`src/rtl/eq_pkg.sv`:
```
`default_nettype none
// ============================================================================
// Module  : eq_pkg
// Purpose : Shared definitions for the equation blocks: answer sequencer
//           state encoding, default widths/counts and the result-register
//           select encoding (0 = no register, 1..N = result register N).
// Ports   : none (package)
// Revision: 1.0 - initial release
// ============================================================================
package eq_pkg;

  localparam int c_data_w    = 4;  // answer / result register width
  localparam int c_n_ans     = 3;  // answers per round
  localparam int c_max_tries = 3;  // entry attempts per round

  // Result-register select: 0 means "nothing selected"
  localparam logic [1:0] c_rsel_none = 2'd0;

  typedef enum logic [2:0] {
    ST_IDLE       = 3'd0,
    ST_SOLVE      = 3'd1,
    ST_WAIT_SOLVE = 3'd2,
    ST_ENTER      = 3'd3,
    ST_COMPARE    = 3'd4,
    ST_CHECK      = 3'd5,
    ST_PASS       = 3'd6,
    ST_FAIL       = 3'd7
  } seq_state_t;

  // Answer index k (0-based) maps to result register k+1
  function automatic logic [1:0] rsel_of_idx(input logic [1:0] idx);
    return idx + 2'd1;
  endfunction

endpackage : eq_pkg
`default_nettype wire

```
`src/rtl/go_edge_sync.sv`:
```
`default_nettype none
// ============================================================================
// Module  : go_edge_sync
// Purpose : Brings an asynchronous key level into the clock domain with a
//           2-flop synchronizer and produces a single-cycle pulse on each
//           rising edge. A held key yields one pulse only.
// Ports   : Clock    - system clock, rising edge
//           Reset    - asynchronous active-high reset
//           async_in - raw key level
//           rise     - one-cycle pulse on synchronized rising edge
// Revision: 1.0 - initial release
// ============================================================================
module go_edge_sync (
  input  logic Clock,
  input  logic Reset,
  input  logic async_in,
  output logic rise
);

  logic r_meta;
  logic r_sync;
  logic r_sync_d;

  always_ff @(posedge Clock or posedge Reset) begin
    if (Reset) begin
      r_meta   <= 1'b0;
      r_sync   <= 1'b0;
      r_sync_d <= 1'b0;
    end else begin
      r_meta   <= async_in;
      r_sync   <= r_meta;
      r_sync_d <= r_sync;
    end
  end

  // Decoded purely from registers, so the pulse is glitch-free
  assign rise = r_sync & ~r_sync_d;

endmodule : go_edge_sync
`default_nettype wire

```
`src/rtl/answer_sequencer.sv`:
```
`default_nettype none
// ============================================================================
// Module  : answer_sequencer
// Purpose : Round controller for an equation datapath. Launches one solve,
//           collects N_ANS answers (one per Go press), compares them with the
//           datapath result registers through a shared read port and reports
//           correct/wrong, allowing up to MAX_TRIES entry attempts.
// Ports   : Clock, Reset         - clock / async active-high reset
//           Go, data_in          - answer key and switch value
//           start                - begin a round (IDLE/PASS/FAIL only)
//           solve_start/done     - datapath handshake
//           rd_sel, rd_data      - result register read port
//           entry_idx            - index of next answer to enter
//           tries_left           - remaining attempts
//           busy, correct, wrong - round status
// Revision: 1.0 - initial release
// ============================================================================
module answer_sequencer
  import eq_pkg::*;
#(
  parameter int DATA_W    = c_data_w,
  parameter int N_ANS     = c_n_ans,
  parameter int MAX_TRIES = c_max_tries
) (
  input  logic              Clock,
  input  logic              Reset,
  input  logic              Go,
  input  logic [DATA_W-1:0] data_in,
  input  logic              start,
  output logic              solve_start,
  input  logic              solve_done,
  output logic [1:0]        rd_sel,
  input  logic [DATA_W-1:0] rd_data,
  output logic [1:0]        entry_idx,
  output logic [1:0]        tries_left,
  output logic              busy,
  output logic              correct,
  output logic              wrong
);

  localparam logic [1:0] c_last_idx   = 2'(N_ANS - 1);
  localparam logic [1:0] c_tries_init = 2'(MAX_TRIES);

  seq_state_t        r_state;
  seq_state_t        w_state_nxt;
  logic [DATA_W-1:0] r_ans [N_ANS];
  logic [1:0]        r_entry_idx;
  logic [1:0]        r_cmp_idx;
  logic [1:0]        r_tries;
  logic              r_mismatch;
  logic              w_go_rise;
  logic              w_last_entry;
  logic              w_last_cmp;
  logic              w_rd_mismatch;

  go_edge_sync u_go_sync (
    .Clock    (Clock),
    .Reset    (Reset),
    .async_in (Go),
    .rise     (w_go_rise)
  );

  assign w_last_entry  = (r_entry_idx == c_last_idx);
  assign w_last_cmp    = (r_cmp_idx == c_last_idx);
  assign w_rd_mismatch = (rd_data != r_ans[r_cmp_idx]);

  // --------------------------------------------------------------------------
  // State register
  // --------------------------------------------------------------------------
  always_ff @(posedge Clock or posedge Reset) begin
    if (Reset) begin
      r_state <= ST_IDLE;
    end else begin
      r_state <= w_state_nxt;
    end
  end

  // --------------------------------------------------------------------------
  // Next-state and handshake outputs
  // --------------------------------------------------------------------------
  always_comb begin
    w_state_nxt = r_state;
    solve_start = 1'b0;
    rd_sel      = c_rsel_none;
    case (r_state)
      ST_IDLE: begin
        if (start) w_state_nxt = ST_SOLVE;
      end
      ST_SOLVE: begin
        solve_start = 1'b1;
        w_state_nxt = ST_WAIT_SOLVE;
      end
      ST_WAIT_SOLVE: begin
        if (solve_done) w_state_nxt = ST_ENTER;
      end
      ST_ENTER: begin
        if (w_go_rise && w_last_entry) w_state_nxt = ST_COMPARE;
      end
      ST_COMPARE: begin
        rd_sel = rsel_of_idx(r_cmp_idx);
        if (w_last_cmp) w_state_nxt = ST_CHECK;
      end
      ST_CHECK: begin
        // Decision uses the pre-decrement count: one try left means the
        // decremented value is zero and the round is lost.
        if (!r_mismatch)          w_state_nxt = ST_PASS;
        else if (r_tries <= 2'd1) w_state_nxt = ST_FAIL;
        else                      w_state_nxt = ST_ENTER;
      end
      ST_PASS, ST_FAIL: begin
        if (start) w_state_nxt = ST_SOLVE;
      end
      default: w_state_nxt = ST_IDLE;
    endcase
  end

  // --------------------------------------------------------------------------
  // Answer storage, counters and mismatch accumulator
  // --------------------------------------------------------------------------
  always_ff @(posedge Clock or posedge Reset) begin
    if (Reset) begin
      for (int i = 0; i < N_ANS; i++) r_ans[i] <= '0;
      r_entry_idx <= 2'd0;
      r_cmp_idx   <= 2'd0;
      r_tries     <= 2'd0;
      r_mismatch  <= 1'b0;
    end else begin
      case (r_state)
        ST_IDLE, ST_PASS, ST_FAIL: begin
          if (start) begin
            for (int i = 0; i < N_ANS; i++) r_ans[i] <= '0;
            r_entry_idx <= 2'd0;
            r_cmp_idx   <= 2'd0;
            r_tries     <= c_tries_init;
            r_mismatch  <= 1'b0;
          end
        end
        ST_ENTER: begin
          if (w_go_rise) begin
            r_ans[r_entry_idx] <= data_in;
            r_entry_idx        <= w_last_entry ? 2'd0 : r_entry_idx + 2'd1;
            r_cmp_idx          <= 2'd0;
          end
        end
        ST_COMPARE: begin
          // Full scan: every register is read even after a mismatch
          r_mismatch <= r_mismatch | w_rd_mismatch;
          r_cmp_idx  <= w_last_cmp ? 2'd0 : r_cmp_idx + 2'd1;
        end
        ST_CHECK: begin
          if (r_mismatch) begin
            if (r_tries != 2'd0) r_tries <= r_tries - 2'd1;
            r_entry_idx <= 2'd0;
            r_mismatch  <= 1'b0;
          end
        end
        default: ;
      endcase
    end
  end

  assign entry_idx  = r_entry_idx;
  assign tries_left = r_tries;
  assign busy       = (r_state != ST_IDLE) && (r_state != ST_PASS) &&
                      (r_state != ST_FAIL);
  assign correct    = (r_state == ST_PASS);
  assign wrong      = (r_state == ST_FAIL);

endmodule : answer_sequencer
`default_nettype wire

```
`config.mk`:
```
export PLATFORM = sky130hd
export DESIGN_NAME = answer_sequencer
export DESIGN_NICKNAME = d
export VERILOG_FILES = /design/src/rtl/eq_pkg.sv /design/src/rtl/go_edge_sync.sv /design/src/rtl/answer_sequencer.sv
export SDC_FILE = /design/constraint.sdc
export NUM_CORES = 1
export LEC_CHECK = 0
export CAP_MARGIN = 20
export CORE_ASPECT_RATIO = 1.5
export CORE_UTILIZATION = 23
export CTS_BUF_LIST = sky130_fd_sc_hd__clkbuf_8
export CTS_CLUSTER_DIAMETER = 100
export DETAILED_ROUTE_END_ITERATION = 16
export PLACE_DENSITY = 0.45
export SYNTH_ARGS = -nofsm -noshare
export SYNTH_HDL_FRONTEND = slang
export SYNTH_SLANG_ARGS = --single-unit
```
`constraint.sdc`:
```
create_clock -name Clock -period 1.75 [get_ports Clock]
set_clock_uncertainty 0.05 [all_clocks]
set_input_delay 0.175 -clock Clock [delete_from_list [all_inputs] [get_ports Clock]]
set_output_delay 0.175 -clock Clock [all_outputs]
set_load 0.1 [all_outputs]
```
---- Word-level counts from Yosys, hierarchy flattened ----
Index checks and enable logic that the tools add are counted.
operators by class
  multiplexer cells ....................... 32
  reductions and logical operators ........ 19
  bitwise gates (word level) .............. 5
  magnitude comparators ................... 4
  eq/ne operators ......................... 19
  $add $sub $neg .......................... 3
operator list
  operator             number
  $mux 12              2
  $pmux 12 s2          1
  $mux 2               10
  $mux 3               6
  $pmux 3 s6           1
  $bwmux 12            1
  $eq 3x3->1 const B   4
  $mux 4               3
  $ne 2x2->1 const B   6
  $pmux 2 s3           2
  $reduce_and 4->1     3
  $reduce_bool 3->1    4
  $bmux 4 s2           1
  $demux 4 s2          1
  $eq 3x2->1 const B   2
  $ge 3x3->1 const B   2
  $ne 3x3->1 const B   2
  $not 2->3            2
  $reduce_and 3->1     2
  $reduce_bool 2->1    3
  $add 2x1->2 const B  2
  $eq 2x2->1 const B   2
  $logic_and 1x1->1    4
  $ne 4x4->1           1
  other kinds (14)     15
word-level totals
  bits in registers ....................... 25
  logic and storage cells ................. 93

---- Depth between registers and ports, before layout ----
Gate-level depths: netlist of the first run.
  word-level depth ........................ 8
  depth in mapped cells ................... 8
  mapped depth without buffers ............ 7

---- Modules after synthesis ----
Synthesis of the first run repeated with hierarchy kept, for this count alone.
second synthesis, totals
  cells, all modules ...................... 141
  area total of the unflattened synthesis .. 1427.6 sq um
by module, submodules not included
  module            area each (sq um)  cells an instance  seq. area each (sq um)  times used
  answer_sequencer  1335.0             136                550.5                   1
  go_edge_sync      92.6               5                  75.1                    1

---- Least setup slack after synthesis of the first run ----
Ideal clock, no wire load.
  kind .................................... reg-to-output
  start point ............................. reg r_state[2]
  end point ............................... out solve_start
  stages on the path, launching flop included .. 4
  path slack .............................. -513 ps
  buffers on the path ..................... 2
  required time ........................... 1525 ps
  arrival ................................. 2038 ps
  cell sequence ........................... dfrtp_1 > buf_2 > clkbuf_1 > nor2_1
between the ends
  word-level cells in the longest chain between the ends .. 2
ends and longest elaborated chain
  item                    line                    RTL
  from (decl)             answer_sequencer.sv:44  seq_state_t r_state;
  from (signal assigned)  answer_sequencer.sv:74  r_state <= w_state_nxt;
  $eq 3x1->1              answer_sequencer.sv:85  case (r_state)
  $mux 1                  answer_sequencer.sv:85
  to (decl)               answer_sequencer.sv:30  output logic solve_start,
Every way passes these cells.

---- Final worst setup path of the first run ----
  start point ............................. reg r_state[0]
  end point ............................... out busy
between the ends
  word-level cells in the longest chain between the ends .. 3
ends and longest elaborated chain
  item                                                    line                     RTL
  $ne 3x3->1 / $reduce_bool 3->1 (equally long branches)  answer_sequencer.sv:164  assign busy = (r_state != ST_IDLE) && (r_state != ST_PASS) &&
  $logic_and 1x1->1                                       answer_sequencer.sv:164
  $logic_and 1x1->1 *                                     answer_sequencer.sv:164
  to (decl)                                               answer_sequencer.sv:36   output logic busy,
Every way passes the cells marked *; elsewhere a longest branch is shown, timed or not.

==> results of run 1 <==
-- per-layer routing --
layer / up-vias / GRT usage
met5: - / 0
met4: 0 / 0.04910
met3: 5 / 0.01491
met2: 19 / 0.2246
met1: 619 / 0.1314
li1: 619 / -
-- cell type report --
| type | instances | area share |
|---|---|---|
| Multi-Input combinational cell | 104 | 0.3718 |
| Inverter | 9 | 0.01591 |
| Clock inverter | 1 | 0.003536 |
| Timing Repair Buffer | 49 | 0.2469 |
| Clock buffer | 3 | 0.01945 |
| Sequential cell | 25 | 0.2988 |
| Tap cell | 74 | 0.04361 |
-- kinds of logic (layout without fill, tap and decap cells) --
kind of cell	Yosys count	count (layout)
AND/OR/NAND/NOR	45	45
adder cells (fa/ha/maj)	5	5
XOR/XNOR	5	5
buffers and inverters	15	62
multiplexers	4	4
flip-flops	25	25
AO/OA/AOI/OAI	45	45
-- metrics by stage --
step	setup TNS, ns	utilization	total power [W]	cells
after floorplan	-0.05851	-	0.002446	144
after global placement	-0.07892	0.3237	0.003215	250
after detailed placement	-0.03925	0.3237	0.003239	250
after CTS	0	0.3388	0.003669	258
after global routing	-0.01325	0.3463	0.003844	265
final	0	0.3463	0.003650	265
-- what timing repair did --
| action | in CTS | in global routing |
|---|---|---|
| setup endpoints to repair | 4 | 23 |
| pin swaps | 2 | 2 |
| gates resized for setup | 5 | 3 |
| gates cloned | 0 | 1 |
| setup buffers | 4 | 7 |
-- worst max-delay path by stage --
| stage | start | to | slack [ns] | cells after the start |
|---|---|---|---|---|
| 3_3_place_gp | start | r_ans[10] | -0.03 | 6 |
| 3_5_place_dp | start | r_ans[9] | -0.02 | 6 |
| 2_1_floorplan | r_state[2] | solve_start | -0.06 | 3 |
| 5_1_grt | r_cmp_idx[1] | rd_sel[1] | -0.008 | 5 |
| 6_report | r_state[0] | busy | 0.03 | 3 |
| 4_1_cts | r_cmp_idx[1] | rd_sel[1] | 0.001 | 5 |
-- registers in the layout, summed over array words and instances (netlist names) --
register and cells:
r_state 3, r_mismatch 1, u_go_sync.r_sync_d 1, tries_left 2, u_go_sync.r_sync 1, r_ans 12, r_cmp_idx 2, u_go_sync.r_meta 1
entry_idx 2
-- Yosys cell counts, drive strengths merged (2+ instances only) --
| library cell | number |
|---|---|
| a21o | 2 |
| a21oi | 2 |
| a22o | 12 |
| a22oi | 3 |
| and3 | 3 |
| buf | 4 |
| clkbuf | 2 |
| dfrtp | 25 |
| ha | 5 |
| inv | 9 |
| mux2i | 4 |
| nand2 | 8 |
| nand2b | 6 |
| nand3 | 2 |
| nand3b | 2 |
| nand4 | 2 |
| nor2 | 6 |
| nor2b | 4 |
| nor3 | 5 |
| o21a | 2 |
| o21ai | 13 |
| o2bb2ai | 2 |
| or2 | 2 |
| xnor2 | 5 |
-- worst max-delay path, stage by stage, from the launching register on --
cell and delay (ns):
dfrtp_2 0.50, or3_4 0.39, and2_4 0.17, buf_12 0.16
-- where the power goes --
part | total, W | leakage (nW) | internal [W] | switching, W
clock | 0.000368 | 0.0217 | 0.000162 | 0.000206
combinational | 0.00226 | 0.589 | 0.000983 | 0.00128
sequential | 0.00102 | 0.304 | 0.000787 | 0.000236
==> flow_metrics.tcl, run 1 <==
set metrics [dict create \
    critPathCaptureType "primary output" \
    num_rows 35 \
    outcome "finished clean" \
    synth_top_family_by_area "compound AO/OA/AOI/OAI gates" \
    grt_max_degree 26 \
    wl_met2_mm 2.157 \
    syn_area_mm2 0.001455 \
    yosysSeqAreaShare 0.4299 \
    required_ns 1.52 \
    multiInputGateArea_um2 789.5 \
    r2r_setup_slack_ns 0.10 \
    antenna_cells 0 \
    ys_warn_count 0 \
    grt_usage 0.1202 \
    viasPerCell 4.762 \
    synth_flop_cell "dfrtp_1" \
    gp_congestion 0.8446 \
    slew_viol_final 0 \
    synth_edf_count 0 \
    syn_nets 162 \
    reg2reg_depth 7 \
    fin_ws_ns 0.02811 \
    wl_met1_mm 1.584 \
    first_pass_iters 4 \
    numCtsBuffers 3 \
    syn_to_final_growth_pct 45.92 \
    io_buffers 22 \
    route.top_layer_used "met4" \
    clk_pin_slew_ns 0.09 \
    fmax_mhz 580.8 \
    nets 210 \
    worst_pin_slew_ns 0.4040 \
    grt_pass1_vias 1265 \
    place_area_mm2 0.001984 \
    grt_pass1_wl_mm 5.968 \
    relSlewSlack 0.7286 \
    layout_min_cycle_time_ns 1.722 \
    cts_tree "done" \
    startpoint_type "flop" \
    synth_xor_area_frac 0.03009 \
    drt_iter0_markers 70 \
    postRouteAntennaNets 0 \
    ioPinCount 23 \
    avgSynthCellArea_um2 10.11 \
    cts_sinks 25 \
    drc 0 \
    ff_latch_area_um2 634.4 \
    drt-wirelength-per-cell_um 14.77 \
    ys_ff_latch 25 \
    rr_startpoint "r_cmp_idx[1]" \
    hold_buffers 0 \
    final_cell_area_mm2 0.002123 \
    maxCapViolCount 0 \
    post-route-period-util 0.9839 \
    synth_mux_area_frac 0.02752 \
    core-area_mm2 0.006131 \
    die_width_um 66.95 \
    die_area_mm2 0.006655 \
    arrival_ns 1.50 \
    hold_class "in2async" \
    timing.rr.end "r_mismatch" \
    grt.overflow.total 0 \
    synthesis.instances 144 \
    yosysTopAreaCell "dfrtp_1" \
    synth_top_area_frac 0.4299 \
    antenna_found_initial 0 \
    async_flop_share 1.000 \
    drive_above_1_share 0.3351 \
    mostFrequentLayoutCells "25 x buf_4, 18 x dfrtp_1, 12 x a22o_1, 12 x clkdlybuf4s50_1, 10 x buf_12" \
    whs_ns 0.1896 \
    final-hold-violation-count 0 \
    synth-simple-area-share 0.1969 \
    setup_violations 0 \
    synth_fa_ha_area_frac 0.04299 \
    final_common_cell "buf_4" \
    clk_latency_ns 0.28 \
    cts_max_level 1 \
    powerDensity_mw_per_mm2 1719 \
    ys_types 43 \
    dr_wl_met3_um 100 \
    initial_core_util 0.2373 \
    cts_max_path_buffers 2 \
    vias 1262 \
    root_buffer "clkbuf_8" \
    p_leak_nw 0.9152 \
    irDropWorstVdd_mv 0.7950 \
    crit_type "reg2out" \
    pre_cts_slack_ns -0.01585 \
    fillCellCount 635 \
    dieHeight_um 99.42 \
    synthTopCellsByArea "dfrtp_1 43%, a22o_1 7.2%, ha_1 4.3%" \
    drt_wl_total_mm 3.913 \
    crit_fanout 10 \
    hpwl_mm 2.883 \
    synth_compound_area_frac 0.2287 \
]
Note: power is estimated with default switching activity, not from simulation.
==> run 2: changes to the inputs <==
clock period = 1.6 ns   (was 1.75 ns; I/O delays follow)
==> run 2 against run 1 <==
The run now ends with negative setup slack left. Total power rose by 28%. Flip-flop and latch count did not move. Die area did not move. Worst hold slack got worse by 0.0091 ns. Combinational power rose by 41%. Routed wire length rose by 8.2%. Clock power rose by 2%. Via count rose by 7.1%. First-iteration DRC count fell by 43%. Final area rose by 15%.
==> flow_metrics.tcl, run 2 (same netlist as run 1, synthesis figures left out) <==
set metrics [dict create \
    outcome "finished, violations left" \
    top_regs "r_ans: 12 flops, r_state: 3 flops" \
    die_area_mm2 0.006655 \
    fmax_mhz 582.5 \
    place_area_mm2 0.002036 \
    initial_core_util 0.2373 \
    arrival_ns 1.51 \
    vias 1352 \
    hpwl_mm 3.014 \
    io_buffers 22 \
    root_buffer "clkbuf_8" \
    fin_ws_ns -0.1168 \
    grt_pass1_vias 1422 \
    worst_pin_slew_ns 0.3389 \
    cts_tree "done" \
    drc 0 \
    dieHeight_um 99.42 \
    top_register "r_ans" \
    hold_buffers 0 \
    p_leak_nw 1.056 \
    timing.rr.end "r_ans[10]" \
    powerDensity_mw_per_mm2 1921 \
    final_common_cell "buf_4" \
    post-route-period-util 1.073 \
    final-hold-violation-count 0 \
    drive_above_1_share 0.5025 \
    startpoint_type "flop" \
    cts_sinks 25 \
    gp_congestion 0.8762 \
    crit_fanout 6 \
    layout_min_cycle_time_ns 1.717 \
    maxCapViolCount 0 \
    violations "negative setup slack" \
    final_cell_area_mm2 0.002432 \
    grt_pass1_wl_mm 6.679 \
    clk_latency_ns 0.27 \
    rr_startpoint "r_state[0]" \
    grt_max_degree 26 \
    drt_iter0_markers 40 \
    irDropWorstVdd_mv 0.9732 \
    drt_wl_total_mm 4.233 \
    nets 222 \
    numCtsBuffers 3 \
    grt.overflow.total 0 \
    postRouteAntennaNets 0 \
    critPathCaptureType "primary output" \
    whs_ns 0.1804 \
    slew_viol_final 0 \
    mostFrequentLayoutCells "33 x buf_4, 19 x dfrtp_1, 12 x a22o_1, 12 x clkdlybuf4s50_1, 10 x buf_12" \
    hold_class "in2async" \
    viasPerCell 4.881 \
    antenna_found_initial 0 \
    setup_violations 9 \
    r2r_setup_slack_ns -0.04 \
    pre_cts_slack_ns -0.1740 \
    crit_type "reg2out" \
    rsz0062_at_grt "true" \
    syn_to_final_growth_pct 67.15 \
    core-area_mm2 0.006131 \
    cts_max_level 1 \
    required_ns 1.39 \
    first_pass_iters 4 \
    grt_usage 0.1327 \
    num_rows 35 \
    relSlewSlack 0.7723 \
    reg2reg_depth 5 \
    antenna_cells 0 \
    die_width_um 66.95 \
    clk_pin_slew_ns 0.09 \
    cts_max_path_buffers 2 \
    largest_reg_flops 12 \
    ioPinCount 23 \
    drt-wirelength-per-cell_um 15.28 \
]
-- run 2: cell count changes in the layout (fill, tap and decap cells not counted), sizes merged --
| cell | change |
|---|---|
| buf | +12 |
-- run 2: how the worst max path moves through the flow --
stage	start	end	slack, ns	cells after the start
6_report	r_state[1]	busy	-0.12	4
5_1_grt	r_state[2]	busy	-0.16	4
4_1_cts	r_state[2]	busy	-0.1	4
3_5_place_dp	solve_done	r_state[2]	-0.17	6
3_3_place_gp	start	r_state[2]	-0.16	6
2_1_floorplan	r_state[2]	solve_start	-0.19	3
-- run 2: worst max-delay path, cell delays in order (launching register included) --
cell and delay, ns:
dfrtp_2 0.44, buf_6 0.15, or3_4 0.34, and2_4 0.15
buf_12 0.16
-- run 2: power breakdown --
part	internal, W	leakage [nW]	switching, W
Clock	0.000176	0.0217	0.000201
Sequential	0.000871	0.306	0.000249
Combinational	0.00146	0.728	0.00171
Total	0.00251	1.06	0.00216
-- run 2: timing repair --
item                                   CTS  global route
buffers inserted                         9             7
setup endpoints to repair               24            26
resized for setup                       18            35
endpoints found under the hold margin    0             0
cloned                                   0             0
pin swaps                                5            14
-- run 2: layout make-up --
| cell class | instances | area (µm²) |
|---|---|---|
| clock buffer | 3 | 41.29 |
| clock inverter | 1 | 7.507 |
| fill | 617 | 3699 |
| inverter | 9 | 33.78 |
| multi-input combinational | 104 | 983.4 |
| sequential | 25 | 638.1 |
| tap | 74 | 92.59 |
| timing repair buffer | 61 | 635.6 |
-- run 2: metrics by stage --
stage	std cells	TNS [ns]	utilization	total power, W
4_1_cts	270	-0.3027	0.3604	0.004227
2_1_floorplan	144	-0.3130	-	0.002700
5_1_grt	277	-1.462	0.3967	0.004953
3_3_place_gp	257	-1.028	0.3320	0.003593
3_5_place_dp	257	-1.895	0.3320	0.003635
6_report	277	-0.4078	0.3967	0.004672
-- run 2: per-layer routing --
metal | vias up | share of wire | track usage | routed length [µm]
met5 | - | 0 | 0 | 0
met4 | 0 | 0.038 | 0.06383 | 161
met3 | 13 | 0.026 | 0.01950 | 112
met2 | 30 | 0.57 | 0.2424 | 2429
met1 | 664 | 0.36 | 0.1437 | 1529
li1 | 645 | - | - | -
